<file path="src/rtl/mips_pkg.sv">
// Shared definitions for the instruction-fetch path: word/address widths,
// default reset vector and the queued fetch-entry layout.
package mips_pkg;

   localparam int WORD_W  = 32;
   localparam int IMEM_AW = 6;
   localparam int ENTRY_W = 2 * WORD_W;

   localparam logic [WORD_W-1:0] RESET_PC_DEF = 32'h0000_0000;

   typedef struct packed {
      logic [WORD_W-1:0] pc;
      logic [WORD_W-1:0] instr;
   } fetch_entry_t;

endpackage

</file>
<file path="src/rtl/fetch_unit_if.sv">
// Push/pop channel between the fetch controller and its instruction queue.
interface fetch_fifo_if #(parameter int DEPTH = 4);
   import mips_pkg::*;

   logic         push;
   logic         pop;
   logic         flush;
   fetch_entry_t wdata;
   fetch_entry_t rdata;
   logic         full;
   logic         empty;

   modport ctrl (output push, pop, flush, wdata, input  rdata, full, empty);
   modport fifo (input  push, pop, flush, wdata, output rdata, full, empty);

endinterface

</file>
<file path="src/rtl/fetch_fifo.sv">
// Fall-through instruction queue: head entry is visible combinationally,
// flush clears pointers and count and overrides push/pop on the same edge.
module fetch_fifo
   import mips_pkg::*;
#(
   parameter int DEPTH = 4
)
(
   input  logic       clk,
   input  logic       reset,
   fetch_fifo_if.fifo fifo_bus
);

   localparam int PW = $clog2(DEPTH);
   localparam logic [PW:0] DEPTH_C = (PW+1)'(DEPTH);

   fetch_entry_t  mem_q [DEPTH];
   logic [PW-1:0] head_q, head_d;
   logic [PW-1:0] tail_q, tail_d;
   logic [PW:0]   count_q, count_d;
   logic          do_push;
   logic          do_pop;

   assign fifo_bus.full  = (count_q == DEPTH_C);
   assign fifo_bus.empty = (count_q == '0);
   assign fifo_bus.rdata = mem_q[head_q];

   // A push into a full queue is dropped even when a pop frees a slot this edge.
   assign do_push = fifo_bus.push && !fifo_bus.full  && !fifo_bus.flush;
   assign do_pop  = fifo_bus.pop  && !fifo_bus.empty && !fifo_bus.flush;

   always_comb begin
      head_d  = head_q;
      tail_d  = tail_q;
      count_d = count_q;
      if (fifo_bus.flush) begin
         head_d  = '0;
         tail_d  = '0;
         count_d = '0;
      end else begin
         if (do_push) tail_d = tail_q + 1'b1;
         if (do_pop)  head_d = head_q + 1'b1;
         case ({do_push, do_pop})
            2'b10:   count_d = count_q + 1'b1;
            2'b01:   count_d = count_q - 1'b1;
            default: count_d = count_q;
         endcase
      end
   end

   always_ff @(posedge clk) begin
      if (reset) begin
         head_q  <= '0;
         tail_q  <= '0;
         count_q <= '0;
      end else begin
         head_q  <= head_d;
         tail_q  <= tail_d;
         count_q <= count_d;
      end
   end

   always_ff @(posedge clk) begin
      if (do_push) mem_q[tail_q] <= fifo_bus.wdata;
   end

endmodule

</file>
<file path="src/rtl/fetch_unit.sv">
// Instruction fetch: walks fetch_pc through a combinational instruction memory,
// buffering {pc, instr} pairs in a queue that decode drains; redirects flush it.
module fetch_unit
   import mips_pkg::*;
#(
   parameter int                DEPTH    = 4,
   parameter logic [WORD_W-1:0] RESET_PC = RESET_PC_DEF
)
(
   input  logic               clk,
   input  logic               reset,
   output logic [IMEM_AW-1:0] imem_addr,
   input  logic [WORD_W-1:0]  imem_instr,
   input  logic               redirect_valid,
   input  logic [WORD_W-1:0]  redirect_pc,
   output logic               out_valid,
   output logic [WORD_W-1:0]  out_instr,
   output logic [WORD_W-1:0]  out_pc,
   input  logic               out_ready
);

   fetch_fifo_if #(.DEPTH(DEPTH)) fifo_bus ();

   logic [WORD_W-1:0] fetch_pc_q, fetch_pc_d;
   logic              push_w;

   assign imem_addr = fetch_pc_q[7:2];

   // A pending redirect hides the head and blocks fetching into the stale stream.
   assign push_w    = !fifo_bus.full && !redirect_valid;
   assign out_valid = !fifo_bus.empty && !redirect_valid;
   assign out_instr = fifo_bus.rdata.instr;
   assign out_pc    = fifo_bus.rdata.pc;

   assign fifo_bus.push  = push_w;
   assign fifo_bus.pop   = out_valid && out_ready;
   assign fifo_bus.flush = redirect_valid;
   assign fifo_bus.wdata = '{pc: fetch_pc_q, instr: imem_instr};

   always_comb begin
      fetch_pc_d = fetch_pc_q;
      if (redirect_valid) begin
         fetch_pc_d = redirect_pc & ~32'h0000_0003;
      end else if (push_w) begin
         fetch_pc_d = fetch_pc_q + 32'd4;
      end
   end

   always_ff @(posedge clk) begin
      if (reset) begin
         fetch_pc_q <= RESET_PC;
      end else begin
         fetch_pc_q <= fetch_pc_d;
      end
   end

   fetch_fifo #(.DEPTH(DEPTH)) u_fifo (
      .clk      (clk),
      .reset    (reset),
      .fifo_bus (fifo_bus.fifo)
   );

endmodule
</file>
<file path="config.mk">
export PLATFORM = sky130hd
export DESIGN_NAME = fetch_unit
export DESIGN_NICKNAME = d
export VERILOG_FILES = /design/src/rtl/mips_pkg.sv /design/src/rtl/fetch_unit_if.sv /design/src/rtl/fetch_fifo.sv /design/src/rtl/fetch_unit.sv
export SDC_FILE = /design/constraint.sdc
export NUM_CORES = 1
export LEC_CHECK = 0
export BUFFER_PORTS_ARGS = -buffer_cell sky130_fd_sc_hd__buf_2
export CAP_MARGIN = 20
export CORE_MARGIN = 2
export CORE_UTILIZATION = 58
export DETAILED_ROUTE_END_ITERATION = 16
export PLACE_DENSITY = 0.81
export SLEW_MARGIN = 5
export SYNTH_ARGS = -nofsm -noshare
export SYNTH_HDL_FRONTEND = slang
export SYNTH_SLANG_ARGS = --single-unit
export TNS_END_PERCENT = 10
</file>
<file path="constraint.sdc">
create_clock -name clk -period 4 [get_ports clk]
set_input_delay 0 -clock clk [delete_from_list [all_inputs] [get_ports clk]]
set_output_delay 0 -clock clk [all_outputs]
set_load 0.01 [all_outputs]
</file>
[Word-level counts from Yosys, hierarchy flattened]
Memory sizes are Yosys's and may differ from the RTL's. A register that Yosys moved wholly into a read port is not among the register bits.
Cells that the tools add are included.
Storage, ports and cells
  bits in registers: 39
  RAM bits: 256
  input port bits: 68
  output and inout bits: 71
  word-level logic and storage cells: 35
  memories: 1
Cells by class
  add/sub/neg operators: 5
  eq/ne operators: 3
  muxes and demuxes: 7
  reductions and logical operators: 14
Memory list
  u_fifo.mem_q: depth 4, width 64, rd ports 1, clocked after memory_dff 1, wr ports 1, line fetch_fifo.sv:17  | fetch_entry_t mem_q [DEPTH];
Operators by type and width (number)
  $mux 32: 2
  $add 32x3->32 const B: 1
  $logic_and 1x1->1: 7
  $pmux 3 s2: 1
  $add 2x1->2 const B: 2
  $mux 2: 2
  $reduce_bool 2->1: 2
  $add 3x1->3 const B: 1
  $eq 3x3->1 const B: 1
  $logic_not 1->1: 3
  $logic_not 3->1: 1
  $sub 3x1->3 const B: 1
  $eq 2x1->1 const B: 1
  $eq 2x2->1 const B: 1
  $mux 1: 2
  $reduce_or 2->1: 1

[Logic depth before layout (Yosys ltp)]
  depth in word-level cells: 8
  mapped depth: 10
  mapped depth without buffers: 8

[Hierarchy]
Synthesis repeated with hierarchy kept, for this count alone.
Second synthesis, totals
  cells, all modules: 639
  area total of the unflattened synthesis: 11707.5 µm²
By module, submodules not included
  fetch_fifo: instances 1, cells each 391, area an instance 9765.6 µm², seq. area each 7867.5 µm²
  fetch_unit: instances 1, cells each 248, area an instance 1941.9 µm², seq. area each 600.6 µm²

[Worst setup path before layout]
OpenSTA, ideal clock, no wires.
  path kind: flip-flop to flip-flop
  from: register u_fifo.count_q[0]
  to: memory u_fifo.mem_q[0][0] (netlist bit), enable pin
  library setup time: 427 ps
  data arrival time: 2363 ps
  required time: 3573 ps
  setup slack: 1210 ps
  cell stages (with the launch flop): 5
  buffers on the path: 2
  period minus slack after synthesis: 2790 ps
  cell sequence: dfxtp_1 buf_2 or3b_2 clkbuf_1 and3_1
Between the ends
  cells in the longest elaborated chain, start to end: 7
RTL lines
  from (decl): line fetch_fifo.sv:20  | logic [PW:0] count_q, count_d;
  from (signal assigned): line fetch_fifo.sv:59  | count_q <= count_d;
  $eq 3x3->1 (*): line fetch_fifo.sv:24  | assign fifo_bus.full = (count_q == DEPTH_C);
  $logic_not 1->1 (*): line fetch_fifo.sv:29, fetch_unit.sv:30
  $logic_and 1x1->1: line fetch_unit.sv:30  | assign push_w = !fifo_bus.full && !redirect_valid;
  $logic_and 1x1->1 (*) (2 in a row): line fetch_fifo.sv:29  | assign do_push = fifo_bus.push && !fifo_bus.full && !fifo_bus.flush;
  $mux 1 (*): line fetch_fifo.sv:64  | if (do_push) mem_q[tail_q] <= fifo_bus.wdata;
  $mux 1 (implied by the code) (*): line fetch_fifo.sv:64
  to (decl): line fetch_fifo.sv:17
Mark *: on every way between the ends. The rest lies on a longest branch, timed or not.

[Final worst setup path]
  from: register fetch_pc_q[24]
  to: register fetch_pc_q[31]
Between the ends
  cells in the longest elaborated chain, start to end: 3
RTL lines
  from (decl): line fetch_unit.sv:24  | logic [WORD_W-1:0] fetch_pc_q, fetch_pc_d;
  from (signal assigned): line fetch_unit.sv:53  | fetch_pc_q <= fetch_pc_d;
  $add 32x3->32: line fetch_unit.sv:45  | fetch_pc_d = fetch_pc_q + 32'd4;
  $mux 32: line fetch_unit.sv:44  | end else if (push_w) begin
  $mux 32: line fetch_unit.sv:42  | if (redirect_valid) begin
No other way between the ends. The select of a mux whose other input is x is not followed.
A chain may end at the register's enable or synchronous reset.

==> out/results.tsv <==
stage	metric	value	unit
run_status	status	finished clean	
final_layout	share of layout cells above drive strength 1	0.317	
yosys	Synth cell types	41	
clock_tree	clock sink count	287	
power_and_ir_drop	Final Total Pwr	6.39	mW
sta	final hold violations	0	
route	Routed WL	22700	um
place	Placement Cell Area	12100	um2
sta	Worst Tran Pin Value	0.957	ns
yosys	top_reg_cell synth	edfxtp_1	
setup_path	worst r2r src	fetch_pc_q[24]	
grt	largest net degree at the start of global routing	56	
job	max-cap violations	0	
final_layout	Post-Layout Cell Count	1083	
final_layout	synth-to-layout area growth	22.4	%
final_layout	Final #Nets	879	
setup_path	slowest CP cell	or4_1	
sta	RSZ-0062 raised after global routing	no	
yosys	Syn Inst Count	606	
route	vias per cell	5.93	
power_and_ir_drop	PwrDens	467	nW/um2
floorplanning	die width	143	um
sta	hold_ws	0.0357	ns
grt	grt total ovfl	0	
sta	Slew Viols, Final	0	
setup_path	CP arrival	3.02	ns
sta	Final min period	2.61	ns
floorplanning	Core Region	18800	um2
setup_path	crit path max fanout	9	
setup_path	slowest stage delay, CP	0.61	ns
route	1st-pass router iterations	5	
setup_path	R2R depth	5	
yosys	post-synthesis sequential area ratio	0.737	
place	pre-CTS setup slack	1.41	ns
floorplanning	Die H	143	um
clock_tree	post-cts sizing count	0	
final_layout	post-route design area	13700	um2
clock_tree	CTS Buf Count	27	
final_layout	post-layout util	0.726	
yosys	Synthesis Warnings	0	
sta	Final setup viols	0	
yosys	Netlist Area Pre-Place	11200	um2
clock_tree	Worst-path clk slew	0.06	ns
power_and_ir_drop	VDD IR max	330	uV
setup_path	buffers and inverters on the worst path	1	
hold_path	Hold Path Class	in2reg	
route	DRC Markers	0	
clock_tree	H-Tree Depth	1	
clock_tree	root buffer cell	clkbuf_16	
yosys	Yosys reg bits	287	
setup_path	Critical Path Start	fetch_pc_q[24]	
setup_path	worst-path cell chain	nand4_1 > or4_1 > o31a_1 > o31a_1 > dlygate4sd3_1	
route	via count	6424	
yosys	EDFF count, synth	248	
hold_path	Worst Hold Endpoint	fetch_pc_q[29]	
power_and_ir_drop	leak pwr	4.64	nW
yosys	top cells by area, synth	edfxtp_1 67%, mux4_2 13%, dfxtp_1 7.0%	
floorplanning	starting density of the core	0.593	
route	Iter 0 DRT Violations	510	
place	Inst Count DP	969	
grt	vias in the first global route	6622	
hold_path	Hold Startpoint	redirect_valid	
floorplanning	num ports	139	
grt	global-route wire length before repair	35100	um
sta	Clock Skew	0.0102	ns
floorplanning	cell row count	50	
clock_tree	Post-CTS Hold Buffers	67	
hold_path	hold-critical path depth	4	
yosys	FFs w/ async S/R, synth	0	
final_layout	ANT cells	0	
setup_path	Worst setup SP type	flip-flop	
yosys	most frequent cell after synthesis	edfxtp_1	
setup_path	crit-path most repeated cell	o31a_1	
setup_path	CP Class	reg2reg	
sta	Setup WS post-layout	1.39	ns
grt	initial antenna violation count	0	
place	detailed placer's ending HPWL	13400	um
clock_tree	Clock Tree Buf Depth	3	
sta	setup TNS	0	ns
floorplanning	Die Area	20400	um2
setup_path	Worst R2R End	fetch_pc_q[31]	
yosys	area share of the largest cell type after synthesis	0.667	
sta	Slew Limit Headroom	0.359	
grt	gr usage total	0.225	
clock_tree	Setup Buffers After CTS	0	
final_layout	fillers	1140	
clock_tree	Clk Latency, worst-skew pair	0.52	ns
yosys	synthesized area per cell	18.4	um2
route	drt wl/cell	21.0	um
yosys	Synth area leader	edfxtp_1	
setup_path	setup slack, reg-to-reg	1.39	ns
yosys	most common library cells after synthesis	248 x edfxtp_1, 62 x mux4_2, 39 x dfxtp_1, 38 x nor2_1, 23 x nand2_1	
place	GP Congestion	0.861	
clock_tree	CTS tree	done	
setup_path	Worst Path Required	4.41	ns
setup_path	CP endpoint kind	flip-flop	
sta	Tcrit/Tclk final	0.653	
place	Port Buf Inserts	134	
route	post-route ant nets	0	
sta	Peak Freq	383	MHz
setup_path	CP top delay family	simple AND/OR/NAND/NOR gates	
## where the power goes
part / internal, mW / switching, mW / total [mW] / leakage (nW)
Sequential: 3.37 / 0.0756 / 3.44 / 2.62
Clock: 1.53 / 1.04 / 2.56 / 0.460
Combinational: 0.187 / 0.191 / 0.378 / 1.56
## kinds of logic after synthesis
group / synth area share
flops: 0.737
simple gates: 0.0630
mux: 0.125
compound gates: 0.0364
buf+inv: 0.0193
xor+xnor: 0.0125
fa+ha+maj: 0.00672
other cells: 0.000336
## cell type report
cell class                      count  area (um2)  share of cell area
Timing Repair Buffer              209        1440               0.105
Sequential cell                   287        8230               0.602
Clock inverter                     14         118             0.00861
Inverter                            7        26.3             0.00192
Multi-Input combinational cell    273        2730               0.200
Tap cell                          260         325              0.0238
Clock buffer                       33         792              0.0580
## routing by layer
layer	part of all wire	vias to the layer above	track usage	wire, um
met5	0	-	0	0
met4	0.018	0	0.0516	409
met3	0.072	31	0.0409	1630
met2	0.51	276	0.396	11600
met1	0.40	3250	0.294	9120
li1	-	2867	-	-
## sequential cells by signal, indices dropped and copies added, names as in the netlist, named ones only
signal          flops
u_fifo.mem_q      248
fetch_pc_q         30
u_fifo.count_q      3
u_fifo.head_q       2
u_fifo.tail_q       2
## cells in the final DEF (no fill, tap or decap), types with 4 or more instances in the layout
cell	synthesis	routed
nor2_1	38	38
a311oi_1	17	17
buf_4	8	5
or3_1	7	7
and3_2	0	4
nor3_1	5	5
a21oi_1	5	5
mux4_2	62	62
nand2_1	23	23
clkinv_2	0	8
dfxtp_1	39	37
ha_1	6	6
inv_1	7	7
nand3_1	8	8
or4_1	11	11
edfxtp_1	248	248
a211oi_1	9	9
nor4_1	5	5
clkbuf_16	0	30
o21ai_0	8	8
xnor2_1	12	12
buf_2	7	134
xor2_1	4	4
nand4_1	11	11
o31ai_1	9	9
and3_1	11	7
dlygate4sd3_1	0	67
## how the worst max path moves through the flow
stage	to	cells past startpoint	slack, ns
after detailed placement	u_fifo.mem_q[3][20]	3	1.41
after global routing	out_instr[29]	3	1.22
after global placement	u_fifo.mem_q[3][25]	3	1.52
final	fetch_pc_q[31]	5	1.39
after CTS	out_instr[19]	3	1.34
after floorplan	u_fifo.mem_q[0][0]	4	1.21
## worst register-to-register path, delay by kind of cell, from the launching register on
kind,cells,cell delay [ns]
compound gates,2,0.55
buf+inv,1,0.56
flops,1,0.51
simple gates,2,0.89
Power figures use the tool's default switching activity.
